### config.mk
export PLATFORM = sky130hd
export DESIGN_NAME = phase_sequencer
export DESIGN_NICKNAME = d
export VERILOG_FILES = /design/src/rtl/pdp8_seq_pkg.sv /design/src/rtl/seq_debounce.sv /design/src/rtl/phase_sequencer.sv
export SDC_FILE = /design/constraint.sdc
export NUM_CORES = 1
export LEC_CHECK = 0
export ABC_CLOCK_PERIOD_IN_PS = 1800
export BUFFER_PORTS_ARGS = -buffer_cell sky130_fd_sc_hd__buf_2
export CAP_MARGIN = 10
export CELL_PAD_IN_SITES_DETAIL_PLACEMENT = 1
export CELL_PAD_IN_SITES_GLOBAL_PLACEMENT = 1
export CORE_MARGIN = 1.5
export CORE_UTILIZATION = 36
export CTS_CLUSTER_SIZE = 14
export DETAILED_ROUTE_END_ITERATION = 10
export PLACE_DENSITY = 0.76
export SYNTH_ARGS = -nofsm -noshare
export SYNTH_HDL_FRONTEND = slang
export SYNTH_SLANG_ARGS = --single-unit
### constraint.sdc
create_clock -name i_sysclk -period 1.8 [get_ports i_sysclk]
set_input_delay 0.09 -clock i_sysclk [delete_from_list [all_inputs] [get_ports i_sysclk]]
set_output_delay 0.09 -clock i_sysclk [all_outputs]
set_load 0.005 [all_outputs]
### src/rtl/pdp8_seq_pkg.sv
// Shared definitions for the PDP-8 major-state/phase sequencer: phase indices,
// decoder skip masks and the sequencer state type.
package pdp8_seq_pkg;

    typedef enum logic {
        StIdle,
        StRun
    } seq_state_e;

    localparam int unsigned PH_FETCH = 0;
    localparam int unsigned PH_AUTO1 = 1;
    localparam int unsigned PH_AUTO2 = 2;
    localparam int unsigned PH_IND   = 3;
    localparam int unsigned PH_EXEC1 = 4;
    localparam int unsigned PH_EXEC2 = 5;
    localparam int unsigned PH_EXEC3 = 6;
    localparam int unsigned PH_EXEC4 = 7;
    localparam int unsigned PH_EXEC5 = 8;
    localparam int unsigned PH_EXEC6 = 9;

    localparam int unsigned NPHASE_DEFAULT = 10;

    // Bit i set skips phase i; bit 0 (FETCH) is never skipped by the sequencer.
    localparam logic [NPHASE_DEFAULT-1:0] SKIP_DIRECT  = 10'b00_0000_1110;
    localparam logic [NPHASE_DEFAULT-1:0] SKIP_IND     = 10'b00_0000_0110;
    localparam logic [NPHASE_DEFAULT-1:0] SKIP_AUTOIND = 10'b00_0000_1000;

endpackage

### src/rtl/seq_debounce.sv
// Stability filter for the front-panel RUN switch: the output follows the input
// only after the input has held a new level for DEB_LIMIT consecutive cycles.
module seq_debounce #(
    parameter int unsigned DEB_LIMIT = 250000,
    parameter int unsigned DEB_W     = 18
) (
    input  logic i_clk,
    input  logic i_reset,
    input  logic i_raw,
    output logic o_level
);

    logic             r_level;
    logic [DEB_W-1:0] r_cnt;

    always_ff @(posedge i_clk) begin
        if (i_reset) begin
            r_level <= 1'b0;
            r_cnt   <= '0;
        end else if (i_raw == r_level) begin
            r_cnt <= '0;
        end else if (r_cnt == DEB_W'(DEB_LIMIT - 1)) begin
            r_level <= i_raw;
            r_cnt   <= '0;
        end else begin
            r_cnt <= r_cnt + 1'b1;
        end
    end

    assign o_level = r_level;

endmodule

### src/rtl/phase_sequencer.sv
// Major-state/phase sequencer: walks the unmasked phases of each instruction,
// two ticks per phase, and drives the per-phase CK/STB clock enables.
module phase_sequencer
    import pdp8_seq_pkg::*;
#(
    parameter int unsigned NPHASE    = 10,
    parameter int unsigned PW        = 4,
    parameter int unsigned DEB_LIMIT = 250000,
    parameter int unsigned DEB_W     = 18
) (
    input  logic              i_sysclk,
    input  logic              i_reset,
    input  logic              i_run,
    input  logic              i_halt,
    input  logic              i_sstep,
    input  logic              i_done,
    input  logic [NPHASE-1:0] i_skip,
    output logic [NPHASE-1:0] o_ck,
    output logic [NPHASE-1:0] o_stb,
    output logic [PW-1:0]     o_phase,
    output logic              o_iend,
    output logic              o_running
);

    seq_state_e        r_state;
    seq_state_e        w_state_d;
    logic [PW-1:0]     r_phase;
    logic [PW-1:0]     w_phase_d;
    logic              r_tick;
    logic              w_tick_d;
    logic [NPHASE-1:0] r_mask;
    logic [NPHASE-1:0] w_mask_d;
    logic              r_halt_pend;
    logic              w_halt_pend_d;
    logic              r_iend;
    logic              w_iend_d;
    logic              r_run_prev;
    logic              r_halt_prev;

    logic              w_run_level;
    logic              w_run_edge;
    logic              w_halt_edge;
    logic              w_end;
    logic [NPHASE-1:0] w_mask_eff;
    logic [PW:0]       w_nxt;

    // Returns {found, index} of the lowest unmasked phase above cur.
    function automatic logic [PW:0] next_phase(input logic [NPHASE-1:0] mask,
                                               input logic [PW-1:0]     cur);
        logic [PW:0] res;
        res = '0;
        for (int i = NPHASE - 1; i > 0; i--) begin
            if (!mask[i] && (PW'(i) > cur)) begin
                res = {1'b1, PW'(i)};
            end
        end
        return res;
    endfunction

    seq_debounce #(
        .DEB_LIMIT (DEB_LIMIT),
        .DEB_W     (DEB_W)
    ) u_run_deb (
        .i_clk   (i_sysclk),
        .i_reset (i_reset),
        .i_raw   (i_run),
        .o_level (w_run_level)
    );

    assign w_run_edge  = w_run_level & ~r_run_prev;
    assign w_halt_edge = i_halt & ~r_halt_prev;

    always_ff @(posedge i_sysclk) begin
        if (i_reset) begin
            r_state     <= StIdle;
            r_phase     <= '0;
            r_tick      <= 1'b0;
            r_mask      <= '0;
            r_halt_pend <= 1'b0;
            r_iend      <= 1'b0;
            r_run_prev  <= 1'b0;
            r_halt_prev <= 1'b0;
        end else begin
            r_state     <= w_state_d;
            r_phase     <= w_phase_d;
            r_tick      <= w_tick_d;
            r_mask      <= w_mask_d;
            r_halt_pend <= w_halt_pend_d;
            r_iend      <= w_iend_d;
            r_run_prev  <= w_run_level;
            r_halt_prev <= i_halt;
        end
    end

    always_comb begin
        w_state_d     = r_state;
        w_phase_d     = r_phase;
        w_tick_d      = r_tick;
        w_mask_d      = r_mask;
        w_halt_pend_d = r_halt_pend;
        w_iend_d      = 1'b0;
        w_end         = 1'b0;
        w_mask_eff    = r_mask;
        w_nxt         = '0;
        unique case (r_state)
            StIdle: begin
                // A simultaneous halt request suppresses the start.
                if (w_run_edge && !w_halt_edge) begin
                    w_state_d = StRun;
                    w_phase_d = '0;
                    w_tick_d  = 1'b0;
                end
            end
            StRun: begin
                if (w_halt_edge) begin
                    w_halt_pend_d = 1'b1;
                end
                if (i_done) begin
                    w_end = 1'b1;
                end else if (!r_tick) begin
                    w_tick_d = 1'b1;
                end else begin
                    if (r_phase == '0) begin
                        w_mask_eff = {i_skip[NPHASE-1:1], 1'b0};
                        w_mask_d   = w_mask_eff;
                    end
                    w_nxt = next_phase(w_mask_eff, r_phase);
                    if (w_nxt[PW]) begin
                        w_phase_d = w_nxt[PW-1:0];
                        w_tick_d  = 1'b0;
                    end else begin
                        w_end = 1'b1;
                    end
                end
                if (w_end) begin
                    w_iend_d      = 1'b1;
                    w_phase_d     = '0;
                    w_tick_d      = 1'b0;
                    w_halt_pend_d = 1'b0;
                    if (r_halt_pend || w_halt_edge || i_sstep) begin
                        w_state_d = StIdle;
                    end
                end
            end
            default: w_state_d = StIdle;
        endcase
    end

    always_comb begin
        o_running = (r_state == StRun);
        o_phase   = r_phase;
        o_iend    = r_iend;
        for (int i = 0; i < NPHASE; i++) begin
            o_ck[i]  = o_running && (r_phase == PW'(i)) && !i_reset;
            o_stb[i] = o_ck[i] && r_tick;
        end
    end

endmodule
==> results.txt <==
----------------------------------------------------
[Critical path]
  Startpoint of the worst register-to-register path ... o_phase[2]
  CP max FO ... 8
  Total stage count of the critical path ... 7
  Start-to-end type of the worst setup path ... flop to flop
  Crit. End Element ... flop
  End of the worst register-to-register path ... o_running
  Critical path required time ... 2.02 ns
  Worst R2R Setup Slack ... -0.03 ns
  Chain of cells forming the critical path ... or2_4 > buf_4 > o21ai_0 > a31oi_2 > a41oi_2 > nor2b_2 > a211oi_2
  Crit path arrival time ... between 2 and 2.5 ns
  Biggest cell delay along the critical path ... roughly 0.39 ns
  WP buf/inv ... 1
  Launching element type of the critical path ... flop
  Family with the most delay on the worst path ... compound AO/OA/AOI/OAI gates
  Critical path's slowest cell ... sky130_fd_sc_hd__dfxtp_4
  FF-to-FF path depth ... 7

[Layout]
  Final std cell area, no fill ... 0.00280 mm2
  Final design utilization ... 0.515
  Area added between synthesis and finish ... 39.0%
  Ant. Diodes ... 0
  Fillcell total ... 692
  Fraction of final layout cells with drive strength greater than 1 ... 0.386
  Fin nets ... between 300 and 400

[Power]
  Ratio of total power to cell area ... 540 mW/mm2
  VDD IR-drop max ... 0.304 mV
  Leakage power ... between 1 and 1.5 nW

[Logic synthesis]
  Synth Warn # ... 0
  Number of enable flip-flop cells after synthesis ... 0
  Avg Synthesized Cell Area ... 8.19 um2
  Leading post-synthesis cells by cell area ... sky130_fd_sc_hd__dfxtp_1 (37%), sky130_fd_sc_hd__nor2_1 (11%), sky130_fd_sc_hd__mux2i_1 (5.0%), sky130_fd_sc_hd__xnor2_1 (3.9%), sky130_fd_sc_hd__xor2_1 (3.5%)
  Number of synthesized register bits ... 37
  Count of distinct cell types in the synthesized netlist ... 48
  Seq/Total Area, Yosys ... 0.367
  Syn_nets ... 263
  Cell type with the highest aggregate area in the netlist ... sky130_fd_sc_hd__dfxtp_1
  Async set or reset register ratio after synthesis ... 0
  Area share of the leading cell type in the synthesized netlist ... 0.367
  Netlist Area Pre-Place ... 0.00202 mm2
  Gate Count Post-Synth ... 246
  Predominant post-synthesis flop cell ... sky130_fd_sc_hd__dfxtp_1

[Min path]
  Worst-case hold path end point ... r_halt_prev
  Worst Hold Depth ... 2
  Origin of the worst min-delay path ... i_halt
  HP Class ... primary input to flop

[Die]
  Rows ... 27
  Die boundary height ... 77.8 um
  Boundary pin count ... 42
  Die W ... just under 80 um
  Placeable Area ... 0.00544 mm2
  Initial core utilization ... 0.371
  Die outline area ... 0.00606 mm2

[Global routing]
  Vias in the first global route ... 2137
  Total congestion overflow after global routing ... 0
  Wire length of the first global-routing pass ... around 9800 um
  Number of antenna violations at the first check in global routing ... 0
  Pin count of the biggest net entering global routing ... 18
  Tot GR Track Use ... 0.205

[STA]
  Highest attainable clock frequency ... 545 MHz
  Final clock skew ... 0.00734 ns
  Least setup slack across all paths after layout ... -0.0341 ns
  Final worst path period need ... 1.83 ns
  Share of the clock period used by the worst path after layout ... 1.02
  Final Hold Viols ... 0
  Tightest hold margin ... 0.0203 ns
  RSZ-0062 raised after global routing ... true
  Setup Total Neg Slack ... -0.0341 ns
  Final max-slew violation count ... 0
  Final setup violating endpoints ... 1
  Measured slew at the worst slew-check pin ... 0.422 ns
  Relative max-transition margin ... 0.718

[Clocking]
  CTS max path bufs ... 2
  H-tree lvl count ... 2
  Later-pin clock latency in the skew report ... 0.29 ns
  Clock tree root buffer cell ... sky130_fd_sc_hd__clkbuf_8
  Clock tree from TritonCTS ... built
  Clock buffers created by TritonCTS ... 5
  Clock-pin transition on the worst setup and hold timing paths ... 0.08 ns
  Number of sinks driven by the clock tree ... 37
  Post-CTS Hold Fix Bufs ... 0

[Placed design]
  Post-Place Cell Area ... about 0.0025 mm2
  Input/output buffers ... 40
  Placed wire-length estimate ... around 4400 um
  Placement Setup Slack ... -0.101 ns
  Routability Congestion ... 0.802

[Drt]
  Post-route ant nets ... 0
  Total iterations of the first detailed-routing run ... 4
  Vias per cell ... 5.20
  Total Routed Length ... 6170 um
  Iteration-0 DRC Markers ... 51
  Detailed-route DRC error count ... 0
  Average detailed-routed wire length per instance ... roughly 16 um
  Via count of the routed design ... around 2100

[Run]
  Max-cap viol count ... 0

[Outcome]
  Result of the run ... complete, but fails checks
  Violations in the final reports ... negative setup slack

----------------------------------------------------
layout make-up:
cell class | instances | area [um2] | share of cell area
Clock inverter | 3 | 17.5 | 0.00625
Timing Repair Buffer | 81 | 531 | 0.189
Multi-Input combinational cell | 192 | 1320 | 0.470
Tap cell | 72 | 90.1 | 0.0322
Clock buffer | 5 | 68.8 | 0.0246
Sequential cell | 37 | 754 | 0.269
Inverter | 6 | 22.5 | 0.00804
sequential cells by signal, summed over array words and instances, names as in the netlist:
| register | flops |
|---|---|
| o_iend | 1 |
| o_phase | 4 |
| o_running | 1 |
| r_halt_pend | 1 |
| r_halt_prev | 1 |
| r_mask | 8 |
| r_run_prev | 1 |
| r_tick | 1 |
| u_run_deb.o_level | 1 |
| u_run_deb.r_cnt | 18 |
synthesized netlist by cell type (3+ instances only):
cell,number
sky130_fd_sc_hd__nor2_1,61
sky130_fd_sc_hd__dfxtp_1,37
sky130_fd_sc_hd__nand2_1,12
sky130_fd_sc_hd__mux2i_1,10
sky130_fd_sc_hd__nand3_1,9
sky130_fd_sc_hd__nor3_1,9
sky130_fd_sc_hd__xnor2_1,9
sky130_fd_sc_hd__xor2_1,8
sky130_fd_sc_hd__inv_1,6
sky130_fd_sc_hd__nand2b_1,6
sky130_fd_sc_hd__nor2b_1,6
sky130_fd_sc_hd__nand4_1,5
sky130_fd_sc_hd__or3_1,5
sky130_fd_sc_hd__buf_4,4
sky130_fd_sc_hd__nor4_1,4
sky130_fd_sc_hd__o21ai_0,4
sky130_fd_sc_hd__or2_2,4
sky130_fd_sc_hd__a21oi_1,3
sky130_fd_sc_hd__a31oi_1,3
sky130_fd_sc_hd__buf_2,3
sky130_fd_sc_hd__clkbuf_1,3
metal layers:
metal | wire, um | up-vias | track usage | share of wire
li1 | - | 1001 | - | -
met1 | 2480 | 1011 | 0.215 | 0.40
met2 | 3390 | 36 | 0.403 | 0.55
met3 | 170 | 10 | 0.0388 | 0.028
met4 | 138 | 0 | 0.0636 | 0.022
met5 | 0 | - | 0 | 0
kinds of logic after synthesis:
kind of cell | count (synthesis) | synth area share
and+or+nand+nor | 137 | 0.344
DFF | 37 | 0.367
AOI/OAI and AO/OA | 25 | 0.103
xor gates and xnor gates | 17 | 0.0739
buffers and inverters | 17 | 0.0447
muxes | 12 | 0.0608
adders and majority gates | 1 | 0.00621
worst max path at each step:
| stage | start | to |
|---|---|---|
| after floorplan | o_phase[1] | o_running |
| after global placement | o_phase[1] | o_running |
| after detailed placement | o_phase[2] | o_running |
| after CTS | o_phase[2] | o_running |
| after global routing | o_phase[2] | o_running |
| final | o_phase[2] | o_running |
placed cells by master, fill, tap and decap left out, types with 3 or more instances in the layout:
cell type                  count
sky130_fd_sc_hd__dfxtp_4       3
sky130_fd_sc_hd__nor2_1       60
sky130_fd_sc_hd__buf_6         6
sky130_fd_sc_hd__nand4_1       5
sky130_fd_sc_hd__dfxtp_1      32
sky130_fd_sc_hd__nand2b_1      5
sky130_fd_sc_hd__xor2_1        8
sky130_fd_sc_hd__a21oi_1       3
sky130_fd_sc_hd__xnor2_1       9
sky130_fd_sc_hd__or2_4         3
sky130_fd_sc_hd__nor4_1        3
sky130_fd_sc_hd__mux2i_1      10
sky130_fd_sc_hd__nor3_1        8
sky130_fd_sc_hd__inv_1         6
sky130_fd_sc_hd__buf_4        35
sky130_fd_sc_hd__o21ai_0       3
sky130_fd_sc_hd__nand2_1      11
sky130_fd_sc_hd__or3_1         3
sky130_fd_sc_hd__nor2b_1       6
sky130_fd_sc_hd__clkbuf_8      5
sky130_fd_sc_hd__nand3_1       9
sky130_fd_sc_hd__buf_2        40
power by group:
group	leakage [nW]	internal (W)	switching, W
Sequential	0.302	0.000816	0.00000180
Clock	0.0439	0.000267	0.000313
Combinational	0.871	0.0000561	0.0000593
Total	1.22	0.00114	0.000374
what timing repair did:
| action | in CTS | in global routing |
|---|---|---|
| gates resized for setup | 11 | 30 |
| endpoints found under the setup margin | 8 | 28 |
| setup buffers | 4 | 4 |
| endpoints found under the hold margin | 0 | 0 |
| pin swaps | 7 | 16 |
through the flow:
step	std cells	total power, W
global placement	382	0.000935
global route	396	0.00157
CTS	394	0.00152
detailed placement	382	0.000939
finish	396	0.00151
floorplan	246	0.000893
Note: power is estimated with default switching activity, not from simulation.
